<file path="config.mk">
export PLATFORM = sky130hd
export DESIGN_NAME = ram_fifo_ctrl
export DESIGN_NICKNAME = d
export VERILOG_FILES = /design/src/rtl/ram_fifo_ctrl_pkg.sv /design/src/rtl/ram_fifo_ctrl_arbiter.sv /design/src/rtl/ram_fifo_ctrl.sv
export SDC_FILE = /design/constraint.sdc
export NUM_CORES = 1
export LEC_CHECK = 0
export CAP_MARGIN = 10
export CORE_UTILIZATION = 37
export CTS_CLUSTER_DIAMETER = 50
export DETAILED_ROUTE_END_ITERATION = 7
export MAX_ROUTING_LAYER = met4
export PLACE_DENSITY_LB_ADDON = 0.25
export SYNTH_ARGS = -nofsm -noshare
export SYNTH_HDL_FRONTEND = slang
export SYNTH_HIERARCHICAL = 1
export SYNTH_SLANG_ARGS = --single-unit
</file>
<file path="constraint.sdc">
create_clock -name CLK_ -period 2.8 [get_ports CLK_]
set_input_delay 0.42 -clock CLK_ [delete_from_list [all_inputs] [get_ports CLK_]]
set_output_delay 0.42 -clock CLK_ [all_outputs]
set_load 0.03 [all_outputs]
</file>
<file path="src/rtl/ram_fifo_ctrl_pkg.sv">
// ram_fifo_ctrl_pkg: shared grant and RAM direction encodings for the RAM FIFO controller
package ram_fifo_ctrl_pkg;
  localparam logic GRANT_W   = 1'b1;
  localparam logic GRANT_R   = 1'b0;
  localparam logic RAM_WRITE = 1'b1;
  localparam logic RAM_READ  = 1'b0;
endpackage

</file>
<file path="src/rtl/ram_fifo_ctrl_arbiter.sv">
// ram_port_arbiter: round-robin grant of the single RAM port between upstream writes and output fetches
module ram_port_arbiter
  import ram_fifo_ctrl_pkg::*;
(
  input  logic clk,
  input  logic rst_n,
  input  logic write_want,
  input  logic fetch_want,
  output logic wr_grant,
  output logic rd_grant,
  output logic wr_block
);
  logic last_grant_q, last_grant_d;
  always_comb begin
    wr_block     = fetch_want && last_grant_q == GRANT_W;
    wr_grant     = rst_n && write_want && !wr_block;
    rd_grant     = rst_n && fetch_want && !wr_grant;
    last_grant_d = wr_grant ? GRANT_W : rd_grant ? GRANT_R : last_grant_q;
  end
  always_ff @(posedge clk) begin
    if (!rst_n) last_grant_q <= GRANT_R;
    else last_grant_q <= last_grant_d;
  end
endmodule

</file>
<file path="src/rtl/ram_fifo_ctrl.sv">
// ram_fifo_ctrl: streams a valid/ready write port into a single-port RAM and replays it in FIFO order
module ram_fifo_ctrl
  import ram_fifo_ctrl_pkg::*;
#(
  parameter int AW = 2,
  parameter int DW = 8
) (
  input  logic          CLK_,
  input  logic          RST_,
  input  logic          WR_VALID,
  output logic          WR_READY,
  input  logic [DW-1:0] WR_DATA,
  output logic          RD_VALID,
  input  logic          RD_READY,
  output logic [DW-1:0] RD_DATA,
  output logic          R_W_,
  output logic [AW-1:0] ADDR_,
  output logic [DW-1:0] RAM_DIN,
  input  logic [DW-1:0] RAM_DOUT,
  output logic [AW:0]   COUNT,
  output logic          FULL,
  output logic          EMPTY
);
  localparam int DEPTH = 2 ** AW;
  logic [AW-1:0] wr_ptr_q, wr_ptr_d, rd_ptr_q, rd_ptr_d;
  logic [AW:0]   count_q, count_d;
  logic          ob_valid_q, ob_valid_d;
  logic [DW-1:0] rd_data_q, rd_data_d;
  logic          fetch_want, write_want, wr_grant, rd_grant, wr_block;
  always_comb begin
    FULL       = count_q == (AW+1)'(DEPTH);
    EMPTY      = count_q == '0;
    fetch_want = !EMPTY && (!ob_valid_q || RD_READY);
    write_want = WR_VALID && !FULL;
  end
  ram_port_arbiter u_arb (
    .clk       (CLK_),
    .rst_n     (RST_),
    .write_want(write_want),
    .fetch_want(fetch_want),
    .wr_grant  (wr_grant),
    .rd_grant  (rd_grant),
    .wr_block  (wr_block)
  );
  // Idle cycles still present rd_ptr so the RAM read path is already pointed at the next word
  always_comb begin
    WR_READY   = RST_ && !FULL && !wr_block;
    R_W_       = wr_grant ? RAM_WRITE : RAM_READ;
    ADDR_      = wr_grant ? wr_ptr_q : rd_ptr_q;
    RAM_DIN    = WR_DATA;
    wr_ptr_d   = wr_grant ? wr_ptr_q + 1'b1 : wr_ptr_q;
    rd_ptr_d   = rd_grant ? rd_ptr_q + 1'b1 : rd_ptr_q;
    count_d    = wr_grant ? count_q + 1'b1 : rd_grant ? count_q - 1'b1 : count_q;
    ob_valid_d = rd_grant || (ob_valid_q && !RD_READY);
    rd_data_d  = rd_grant ? RAM_DOUT : rd_data_q;
    RD_VALID   = ob_valid_q;
    RD_DATA    = rd_data_q;
    COUNT      = count_q;
  end
  always_ff @(posedge CLK_) begin
    if (!RST_) begin
      wr_ptr_q   <= '0;
      rd_ptr_q   <= '0;
      count_q    <= '0;
      ob_valid_q <= 1'b0;
      rd_data_q  <= '0;
    end else begin
      wr_ptr_q   <= wr_ptr_d;
      rd_ptr_q   <= rd_ptr_d;
      count_q    <= count_d;
      ob_valid_q <= ob_valid_d;
      rd_data_q  <= rd_data_d;
    end
  end
endmodule

</file>
### Yosys cells after proc, flatten, opt, wreduce, memory -nomap -nowiden

Cells that the tools add are included.
W data, S select, Z words.

* bits in registers: 17
* latch bits: 0
* memory bits (writable): 0
* memory bits (read-only): 0
* output and inout port bits: 26
* word-level logic and storage cells: 37
* memories kept: 0

* $add $sub $neg: 4
* multiply operators: 0
* div/mod/pow operators: 0
* magnitude comparators: 0
* equal/unequal tests: 1
* shift operators: 0
* mux-type cells: 6
* bitwise gates (word level): 0
* reduce and logical (&&, ||, !) cells: 20

Operator list (count)
* $logic_and A1 B1 Y1: 10
* $logic_not A1 Y1: 6
* $mux W3: 2
* $add A2 B1 Y2 const B: 2
* $add A3 B1 Y3 const B: 1
* $eq A3 B3 Y1 const B: 1
* $logic_not A3 Y1: 1
* $mux W1: 3
* $sub A3 B1 Y3 const B: 1
* $logic_or A1 B1 Y1: 2
* $mux W2: 1
* $reduce_bool A2 Y1: 1

### Logic depth before layout (Yosys ltp)

Gate-level depths: netlist (run 1).

* depth in word-level cells: 10
* mapped depth: 10
* mapped depth without buffers: 9

### Hierarchy

Netlist (run 1), hierarchy kept.

Modules (own cells, without submodules)
* ram_fifo_ctrl: instances 1, cells each 77, area an instance 757.0 sq um, sequential area each 320.3 sq um
* ram_port_arbiter: instances 1, cells each 8, area an instance 67.6 sq um, sequential area each 20.0 sq um

### Worst setup path after synthesis (run 1)

No wires, ideal clock.

* kind: register -> register
* from: register count_q[1], in the netlist COUNT[1]
* to: register count_q[2], in the netlist COUNT[2]
* setup time: 115 ps
* arrival time: 3418 ps
* setup slack: -732 ps
* stages on the path, launching flop included: 11
* buffers on the path: 1
* period minus slack after synthesis: 3532 ps
* path through: dfxtp_1 nor3_1 nor2_1 and2_1 nor2_1 buf_6 inv_1 fa_1 or3b_1 and3_1 o21a_1

* longest elaborated chain between the ends: 9
* elaborated cells on any way between the ends: 18

RTL lines
* from (decl): RTL line ram_fifo_ctrl.sv:26 `logic [AW:0] count_q, count_d;`
* from (signal assigned): RTL line ram_fifo_ctrl.sv:70 `count_q <= count_d;`
* $logic_not A3 Y1 (*): RTL line ram_fifo_ctrl.sv:32 `EMPTY = count_q == '0;`
* via EMPTY: RTL line ram_fifo_ctrl.sv:22 `output logic EMPTY`
* $logic_not A1 Y1 (*): RTL line ram_fifo_ctrl.sv:33 `fetch_want = !EMPTY && (!ob_valid_q || RD_READY);`
* $logic_and A1 B1 Y1 (*): RTL line ram_fifo_ctrl.sv:33
* via fetch_want: RTL line ram_fifo_ctrl.sv:29 `logic fetch_want, write_want, wr_grant, rd_grant, wr_block;`
* $logic_and A1 B1 Y1 (*): RTL line ram_fifo_ctrl_arbiter.sv:15 `wr_block = fetch_want && last_grant_q == GRANT_W;`
* via wr_block: RTL line ram_fifo_ctrl.sv:29
* $logic_not A1 Y1 (*): RTL line ram_fifo_ctrl_arbiter.sv:16 `wr_grant = rst_n && write_want && !wr_block;`
* $logic_and A1 B1 Y1 (*): RTL line ram_fifo_ctrl_arbiter.sv:16
* $logic_not A1 Y1: RTL line ram_fifo_ctrl_arbiter.sv:17 `rd_grant = rst_n && fetch_want && !wr_grant;`
* $logic_and A1 B1 Y1: RTL line ram_fifo_ctrl_arbiter.sv:17
* $reduce_bool A2 Y1 (no source line)

Mark *: on every way through the listed nets, which the timed path passes. The rest lies on a longest branch. The select of a mux whose other input is x is not followed.
A chain may end at the register's enable or synchronous reset.

### Worst setup path in the final report (run 1)

* from: input port RD_READY
* to: output port R_W_

* longest elaborated chain between the ends: 6

RTL lines
* from (decl): RTL line ram_fifo_ctrl.sv:14 `input logic RD_READY,`
* $logic_or A1 B1 Y1: RTL line ram_fifo_ctrl.sv:33
* $logic_and A1 B1 Y1: RTL line ram_fifo_ctrl.sv:33
* via fetch_want: RTL line ram_fifo_ctrl.sv:29
* $logic_and A1 B1 Y1: RTL line ram_fifo_ctrl_arbiter.sv:15
* via wr_block: RTL line ram_fifo_ctrl.sv:29
* $logic_not A1 Y1: RTL line ram_fifo_ctrl_arbiter.sv:16
* $logic_and A1 B1 Y1: RTL line ram_fifo_ctrl_arbiter.sv:16
* $mux W1: RTL line ram_fifo_ctrl.sv:48 `R_W_ = wr_grant ? RAM_WRITE : RAM_READ;`
* to (decl): RTL line ram_fifo_ctrl.sv:16 `output logic R_W_,`

The timed path passes the listed nets, and every way through them passes these cells.

==> impl_metrics.csv, run 1 <==
group,metric,value,unit
outcome,status,"finished, final reports clean",
clocking,ctsLongestPathBuffers,2,
placed_design,io_buffers,29,
critical_path,crit_arrival,2.21,ns
final_layout,antenna_cells,0,
clocking,clk_latency,0.29,ns
pwr,p_total,1.138,mW
die,initial_utilization,0.4078,
clocking,cts.reportedPaths.clkPinSlew,0.10,ns
timing,hold_viol,0,
critical_path,crit_required,2.38,ns
routing,top_layer,"met4",
timing,slew_headroom,0.7902,
routing,via_per_inst,4.623,
routing,wl_met3,112,um
routing,met1_length,686,um
routing,wire_per_inst,11.14,um
pwr,leakage,0.4546,nW
critical_path,r2r-end,"COUNT[2]",
routing,finalWirelength,1.538,mm
routing,drtPass1Iterations,4,
clocking,clkSinkCount,17,
yosys,netlist_area,824.5,um2
yosys,seq_area_frac_synth,0.4127,
critical_path,critical_path.cell_chain,"clkdlybuf4s50_1, nor2b_1, nor2_1, and2_1, nor2_2, buf_4, clkdlybuf4s50_1",
timing,rsz0062_at_grt,"no",
timing,fin_crit,2.632,ns
hold_path,whs_path_depth,2,
critical_path,worstSetupEndpointType,"output port",
timing,timing.fmax,380.0,MHz
yosys,ys_types,26,
critical_path,path_buf_inv,3,
pwr,vdd.ir_drop.worst,562.4,uV
critical_path,max_stage_delay,0.66,ns
routing,route.met2.wl,726,um
global_routing,grt_overflow,0,
die,io_pins,46,
global_routing,grt_pass1_wl,2.642,mm
clocking,cts-root-buf,"clkbuf_4",
placed_design,dpl_cell_area,0.001111,mm2
die,die_w,49.21,um
clocking,htree_num_levels,1,
routing,drcViolationCount,0,
final_layout,nets,133,
timing,setup_viol,0,
critical_path,rrSetupSlack,0.40,ns
flow_run,cap_violations,0,
yosys,ys_seq_elements,17,
yosys,syn_area_per_cell,9.700,um2
routing,num_vias,638,
clocking,tritoncts,"yes",
critical_path,criticalPathCategory,"in -> out",
placed_design,routabilityCongestion,0.7615,
hold_path,hp-class,"reg -> reg",
critical_path,critPathTopFamily,"buffers and inverters",
routing,final_antenna_net_count,0,
final_layout,area_growth,38.39,%
hold_path,worst_hold_path.endpoint,"u_arb/last_grant_q",
global_routing,grt_max_degree,20,
hold_path,worstHoldStart,"u_arb/last_grant_q",
final_layout,drive_gt1_frac,0.1351,
global_routing,first_global_vias,613,
routing,drtIter0Drc,5,
global_routing,antenna_found_initial,0,
critical_path,cp-start-kind,"input port",
timing,drv_slew,0,
timing,finalCritPeriodShare,0.9398,
timing,finClkSkew,0.006215,ns
critical_path,r2r_cells,9,
critical_path,r2r_start,"COUNT[1]",
die,die_h,49.21,um
yosys,yosys_warnings,6,
final_layout,final_util,0.5644,
critical_path,worst_path_most_repeated_cell,"clkdlybuf4s50_1",
yosys,synth.net_count,106,
yosys,syn_inst,85,
die,rows,16,
global_routing,track_usage,0.1485,
clocking,post_cts_buffers,0,
final_layout,fin_area,0.001141,mm2
placed_design,dpl.hpwl,1.140,mm
clocking,numCtsBuffers,3,
critical_path,cp_max_fo,4,
pwr,p_per_area,997.7,mW/mm2
critical_path,crit_path_top_delay_cell,"clkdlybuf4s50_1",
timing,tightest_slew,0.3137,ns
die,core,0.002022,mm2
die,die_area,0.002421,mm2
==> synth_stat cells <==
cell type,count,area share
xnor2_1,3,0.032
mux2_2,1,0.014
buf_6,1,0.014
nand2_1,5,0.023
buf_2,2,0.012
nand2b_4,1,0.017
a21boi_0,1,0.0091
or3b_1,1,0.011
and3_1,2,0.015
inv_1,2,0.0091
o21a_1,2,0.018
nand2b_1,1,0.0076
clkbuf_1,1,0.0045
buf_4,8,0.073
fa_1,1,0.024
dfxtp_1,17,0.41
nor3_1,1,0.0061
and2_1,6,0.046
nor3b_1,2,0.018
mux2i_1,8,0.097
xor2_1,2,0.021
nor2_1,3,0.014
a21boi_1,1,0.0091
a21oi_1,1,0.0061
o21ai_0,2,0.012
nor2b_1,10,0.076
==> layout make-up <==
type                       count  area (um2)
clock buffer                   3       22.52
clock inverter                 1       5.005
tap                           27       33.78
sequential                    17       340.3
fill                         177       880.8
timing repair buffer          34       327.8
multi-input combinational     54       404.1
inverter                       2       7.507
==> routing by layer <==
layer	track usage	up-vias
li1	-	320
met1	0.1733	291
met2	0.2237	25
met3	0.04361	2
met4	0.08824	0
met5	-	-
==> stage by stage <==
stage               instances  worst slack (ns)  setup TNS (ns)  hold WS (ns)
floorplan                  85           -0.2633         -0.2633        0.4571
CTS                       138           0.02822               0        0.4920
global placement          134           0.03713               0        0.4730
global route              138           0.07460               0        0.5080
detailed placement        134           0.03890               0        0.4740
finish                    138            0.1684               0        0.4898
==> worst max-delay path by stage <==
stage	start	slack, ns	depth (start not counted)	end
after detailed placement	RD_READY	0.04	7	ADDR_[1]
after global placement	RD_READY	0.04	7	ADDR_[1]
final	RD_READY	0.17	7	R_W_
after global routing	RD_READY	0.07	7	R_W_
after floorplan	COUNT[1]	-0.26	10	COUNT[2]
after CTS	RD_READY	0.03	7	ADDR_[1]
==> tightest hold or removal path, delay by kind of cell (launching register included) <==
kind | cells | cell delay (ns)
flip-flops | 1 | 0.33
AND/OR/NAND/NOR | 1 | 0.06
AO/OA/AOI/OAI | 1 | 0.06
==> sequential cells by signal, summed over array words and instances, names as in the netlist <==
signal and flops:
RD_VALID 1, COUNT 3, wr_ptr_q 2, RD_DATA 8
u_arb/last_grant_q 1, rd_ptr_q 2
==> cells by family (layout without fill, tap and decap cells) <==
logic type / Yosys count / after routing / synth area share
flip-flops: 17 / 17 / 0.4128
multiplexers: 9 / 9 / 0.1108
adder cells (fa/ha/maj): 1 / 1 / 0.02428
XOR/XNOR: 5 / 5 / 0.05312
AND/OR/NAND/NOR: 32 / 32 / 0.2322
AO/OA/AOI/OAI: 7 / 7 / 0.05462
buffers and inverters: 14 / 40 / 0.1123
==> placed cells by master (no fill, tap or decap), drive strengths merged, types with 3 or more instances in the layout <==
| cell | instances |
|---|---|
| and2 | 6 |
| buf | 6 |
| clkbuf | 3 |
| clkdlybuf4s50 | 27 |
| dfxtp | 17 |
| mux2i | 8 |
| nand2 | 5 |
| nor2 | 3 |
| nor2b | 10 |
| xnor2 | 3 |
==> where the power goes <==
part	switching (mW)	internal [mW]	leakage (nW)
clock	0.0771	0.0531	0.0177
combinational	0.337	0.305	0.298
sequential	0.0597	0.306	0.139
total	0.474	0.664	0.455
==> what timing repair did <==
action	4_1_cts	5_1_grt
resized for setup	0	1
endpoints found under the setup margin	0	1
hold buffers	0	0
Power figures use the tool's default switching activity.
==> run 2: changes to the inputs <==
Settings changed: CORE_UTILIZATION 37 to 43, DONT_BUFFER_PORTS from default to 1, PLACE_DENSITY_LB_ADDON 0.25 to 0.15.
==> run 2 against run 1 <==
Compared with the run above:
- utilization is 6.3 points lower
- clock skew decreased by 0.0020 ns
- fmax up 12%
- sequential share of layout area rose by 8.6 points
- clock-buffer cell count up 1
- non-clock buffer count down 24
- total power shrank 8.9%
- register-to-register slack improved by 0.11 ns
- highest routed layer unchanged
==> impl_metrics.csv, run 2 (synthesis gave the netlist of run 1 again) <==
group,metric,value,unit
routing,drtPass1Iterations,2,
flow_run,cap_violations,0,
timing,rsz0062_at_grt,"no",
global_routing,grt_pass1_wl,2.208,mm
timing,hold_viol,0,
pwr,p_comb_frac,0.490,
placed_design,place_ws,0.5145,ns
placed_design,routabilityCongestion,0.7137,
global_routing,grt_overflow,0,
routing,drtIter0Drc,4,
timing,finalCritPeriodShare,0.8421,
die,die_h,45.79,um
clocking,clkSinkCount,17,
critical_path,crit_required,2.38,ns
die,die_area,0.002097,mm2
critical_path,crit_path_top_delay_cell,"mux2_2",
routing,drcViolationCount,0,
global_routing,first_global_vias,545,
critical_path,r2r_cells,9,
pwr,p_sw_frac,0.4388,
routing,num_vias,540,
clocking,cts-root-buf,"clkbuf_4",
pwr,pwr-share-seq,0.387,
hold_path,worstHoldStart,"RST_",
global_routing,grt_max_degree,21,
placed_design,io_buffers,0,
clocking,cts.reportedPaths.clkPinSlew,0.10,ns
placed_design,dpl.hpwl,952.3,um
die,die_w,45.79,um
timing,fin_crit,2.358,ns
clocking,ctsResizeCount,0,
die,io_pins,46,
clocking,post_cts_buffers,0,
outcome,status,"finished, final reports clean",
timing,drv_slew,0,
die,initial_utilization,0.4674,
timing,tightest_slew,0.3395,ns
critical_path,crit_arrival,1.94,ns
routing,final_antenna_net_count,0,
timing,finClkSkew,0.004236,ns
critical_path,worstSetupEndpointType,"output port",
critical_path,r2r_start,"COUNT[2]",
pwr,p_total,1.038,mW
routing,finalWirelength,1.339,mm
global_routing,track_usage,0.1557,
clocking,tritoncts,"yes",
final_layout,layout_common_cells,"dfxtp_1, nor2b_1, buf_4, mux2i_1, and2_1",
hold_path,whs_path_depth,1,
die,rows,15,
pwr,vdd.ir_drop.worst,539.4,uV
clocking,clk_latency,0.28,ns
final_layout,nets,109,
clocking,htree_num_levels,1,
final_layout,area_growth,7.284,%
final_layout,largest_reg_flops,8,
final_layout,antenna_cells,0,
clocking,hold_buffers,0,
critical_path,cp.depth,6,
pwr,leakage,0.3517,nW
timing,timing.fmax,424.1,MHz
hold_path,hp-class,"in -> reg",
pwr,clock_power_share,0.123,
critical_path,critPathTopFamily,"simple AND/OR/NAND/NOR gates",
critical_path,crit_start,"COUNT[2]",
critical_path,cp-start-kind,"flop",
critical_path,cp_max_fo,9,
pwr,internal_power,0.5823,mW
pwr,p_per_area,1173,mW/mm2
routing,via_per_inst,4.821,
final_layout,layout_commonest_cell,"dfxtp_1",
clocking,ctsLongestPathBuffers,2,
critical_path,path_buf_inv,1,
die,core,0.001764,mm2
timing,setup_viol,0,
pwr,netSwitchingPower,0.4552,mW
clocking,numCtsBuffers,3,
critical_path,critical_path.cell_chain,"nor3b_2, nor2b_1, nand2_1, nor2_2, buf_4, mux2_2",
timing,slew_headroom,0.7734,
final_layout,drive_gt1_frac,0.2069,
timing,setup_slack,0.4421,ns
timing,tns,0,ns
routing,wire_per_inst,11.96,um
critical_path,criticalPathCategory,"reg -> out",
critical_path,max_stage_delay,0.44,ns
timing,hold_ws,0.2503,ns
global_routing,antenna_found_initial,0,
-- run 2: layout make-up --
| class | count | area (um2) |
|---|---|---|
| clock buffers | 4 | 26.28 |
| well taps | 25 | 31.28 |
| repair buffers | 10 | 75.07 |
| fillers | 185 | 879.6 |
| inverters | 2 | 7.507 |
| flip-flops and latches | 17 | 340.3 |
| multi-input cells | 54 | 404.1 |
-- run 2: path summary, 6_finish.rpt --
kind | slack [ns] | end
max | 0.44 | ADDR_[1]
min | 0.25 | COUNT[2]
max reg2reg | 0.51 | COUNT[2]
min reg2reg | 0.50 | u_arb/last_grant_q
-- run 2: through the flow --
stage,instance area [um2],cells,utilization
floorplan,837.1,85,-
global placement,858.3,108,0.4865
detailed placement,858.3,108,0.4865
CTS,884.6,112,0.5014
global route,884.6,112,0.5014
finish,884.6,112,0.5014
-- run 2: power groups by stage --
stage	combinational [mW]	sequential (mW)	clock, mW
3_5_place_dp	0.514	0.407	0
4_1_cts	0.515	0.402	0.135
6_report	0.508	0.402	0.128
3_3_place_gp	0.507	0.407	0
5_1_grt	0.561	0.411	0.149
2_1_floorplan	0.353	0.457	0
-- run 2: layer usage --
layer	vias to the layer above	track usage	wire, um
li1	272	-	-
met4	0	0.09412	23
met3	6	0.05159	103
met1	238	0.1854	580
met2	24	0.2257	631
met5	-	-	0
==> run 3: changes to the inputs <==
Clock period 2.8 ns to 2.1 ns, I/O delays scaled along.
==> run 3 against run 2 <==
Compared with the run above:
- global-route usage grew 0.17 points
- utilization grew 4.1 points
- combinational power grew 55%
- critical path depth grew 3
- final area grew 8.2%
- via count grew 1.9%
- sequential cell count is the same
- hold slack lost 0.11 ns
- clock-buffer cell count is the same
- wire length grew 6.0%
- critical path type is now reg -> reg
- largest cell class unchanged
==> impl_metrics.csv, run 3 (synthesis gave the netlist of run 1 again) <==
group,metric,value,unit
clocking,numCtsBuffers,3,
hold_path,worst_hold_path.endpoint,"RD_VALID",
final_layout,largest_reg_flops,8,
timing,finClkSkew,0.008975,ns
placed_design,dpl.hpwl,1.000,mm
hold_path,worstHoldStart,"RST_",
final_layout,antenna_cells,0,
routing,drcViolationCount,0,
timing,rsz0062_at_grt,"yes",
die,die_area,0.002097,mm2
clocking,clk_latency,0.28,ns
timing,finalCritPeriodShare,0.9933,
critical_path,r2r_cells,9,
timing,hold_viol,0,
critical_path,cp_max_fo,3,
routing,final_antenna_net_count,0,
critical_path,crit_arrival,2.26,ns
die,rows,15,
clocking,cts-root-buf,"clkbuf_4",
routing,drtIter0Drc,2,
timing,timing.fmax,479.4,MHz
final_layout,fill_cells,186,
timing,tightest_slew,0.3280,ns
timing,setup_viol,0,
final_layout,drive_gt1_frac,0.3516,
clocking,tritoncts,"yes",
critical_path,r2r-end,"COUNT[2]",
critical_path,rrSetupSlack,0.01,ns
timing,hold_ws,0.1383,ns
flow_run,cap_violations,0,
final_layout,multi_input_area,434.2,um2
routing,num_vias,550,
pwr,leakage,0.3797,nW
clocking,clkSinkCount,17,
global_routing,first_global_vias,538,
clocking,htree_num_levels,1,
outcome,status,"finished, final reports clean",
critical_path,crit_required,2.28,ns
pwr,p_per_area,1582,mW/mm2
critical_path,criticalPathCategory,"reg -> reg",
critical_path,r2r_start,"COUNT[0]",
routing,wire_per_inst,12.24,um
clocking,hold_buffers,0,
final_layout,layout_common_cells,"dfxtp_1, buf_4, mux2i_1, nor2b_1, and2_1",
die,die_w,45.79,um
timing,fin_crit,2.086,ns
routing,drtPass1Iterations,3,
clocking,ctsLongestPathBuffers,2,
pwr,vdd.ir_drop.worst,814.9,uV
placed_design,io_buffers,0,
die,initial_utilization,0.4674,
routing,via_per_inst,4.741,
final_layout,regArea,349.1,um2
critical_path,cp-start-kind,"flop",
global_routing,grt_pass1_wl,2.242,mm
final_layout,layout_commonest_cell,"dfxtp_1",
clocking,cts.reportedPaths.clkPinSlew,0.10,ns
placed_design,routabilityCongestion,0.7263,
global_routing,antenna_found_initial,0,
timing,drv_slew,0,
final_layout,fin_area,957.2,um2
critical_path,worstSetupEndpointType,"flop",
global_routing,track_usage,0.1574,
die,core,0.001764,mm2
final_layout,nets,113,
global_routing,grt_overflow,0,
routing,finalWirelength,1.420,mm
placed_design,dpl_cell_area,905.9,um2
final_layout,area_growth,16.08,%
global_routing,grt_max_degree,21,
timing,slew_headroom,0.7811,
die,io_pins,46,
die,die_h,45.79,um
hold_path,hp-class,"in -> reg",
hold_path,whs_path_depth,1,
-- run 3: cell types whose count changed in the layout (fill, tap and decap cells not counted), sizes merged --
cell	previous run	this run
buf	10	14
-- run 3: final cells by class --
| type | instances | share of cell area |
|---|---|---|
| clock buffers | 4 | 0.02745 |
| repair buffers | 14 | 0.1137 |
| well taps | 25 | 0.03268 |
| multi-input cells | 54 | 0.4536 |
| inverters | 2 | 0.007843 |
| flip-flops and latches | 17 | 0.3647 |
-- run 3: worst max-delay path, cell delays in order (launching register included) --
cell	delay [ns]
dfxtp_4	0.37
nor3_4	0.19
nor2_2	0.06
and2_4	0.15
nor2_4	0.10
inv_2	0.05
fa_2	0.35
or3b_1	0.37
and3_1	0.19
o21a_1	0.16
-- run 3: report_power, final --
part	total (mW)	internal (mW)	leakage, nW	switching [mW]
clock network	0.171	0.0736	0.0150	0.0971
logic	0.789	0.369	0.224	0.420
registers	0.555	0.422	0.140	0.132
-- run 3: metrics by stage --
stage	setup WS, ns	total power [mW]	utilization	setup TNS [ns]	instances
6_report	0.01409	1.515	0.5426	0	116
3_3_place_gp	0.04593	1.319	0.5135	0	111
4_1_cts	0.003627	1.509	0.5305	0	115
3_5_place_dp	0.01634	1.330	0.5135	0	111
2_1_floorplan	-0.4858	1.130	-	-1.235	85
5_1_grt	-0.07258	1.620	0.5426	-0.08633	116
-- run 3: layer usage --
layer / share of wire / track usage
met1: 0.43 / 0.1829
met2: 0.47 / 0.2314
met3: 0.088 / 0.05952
met4: 0.011 / 0.08824
met5: 0 / -
-- run 3: worst max-delay path by stage --
stage / start / to / depth (start not counted)
3_3_place_gp: COUNT[0] / COUNT[2] / 9
2_1_floorplan: COUNT[0] / COUNT[2] / 10
4_1_cts: RD_VALID / COUNT[2] / 9
6_report: COUNT[0] / COUNT[2] / 9
3_5_place_dp: COUNT[0] / COUNT[2] / 9
5_1_grt: COUNT[0] / COUNT[2] / 9
-- run 3: timing repair --
item	4_1_cts	5_1_grt
endpoints found under the hold margin	0	0
buffers inserted	0	1
resized for setup	1	5
endpoints found under the setup margin	2	3
pin swaps	1	2
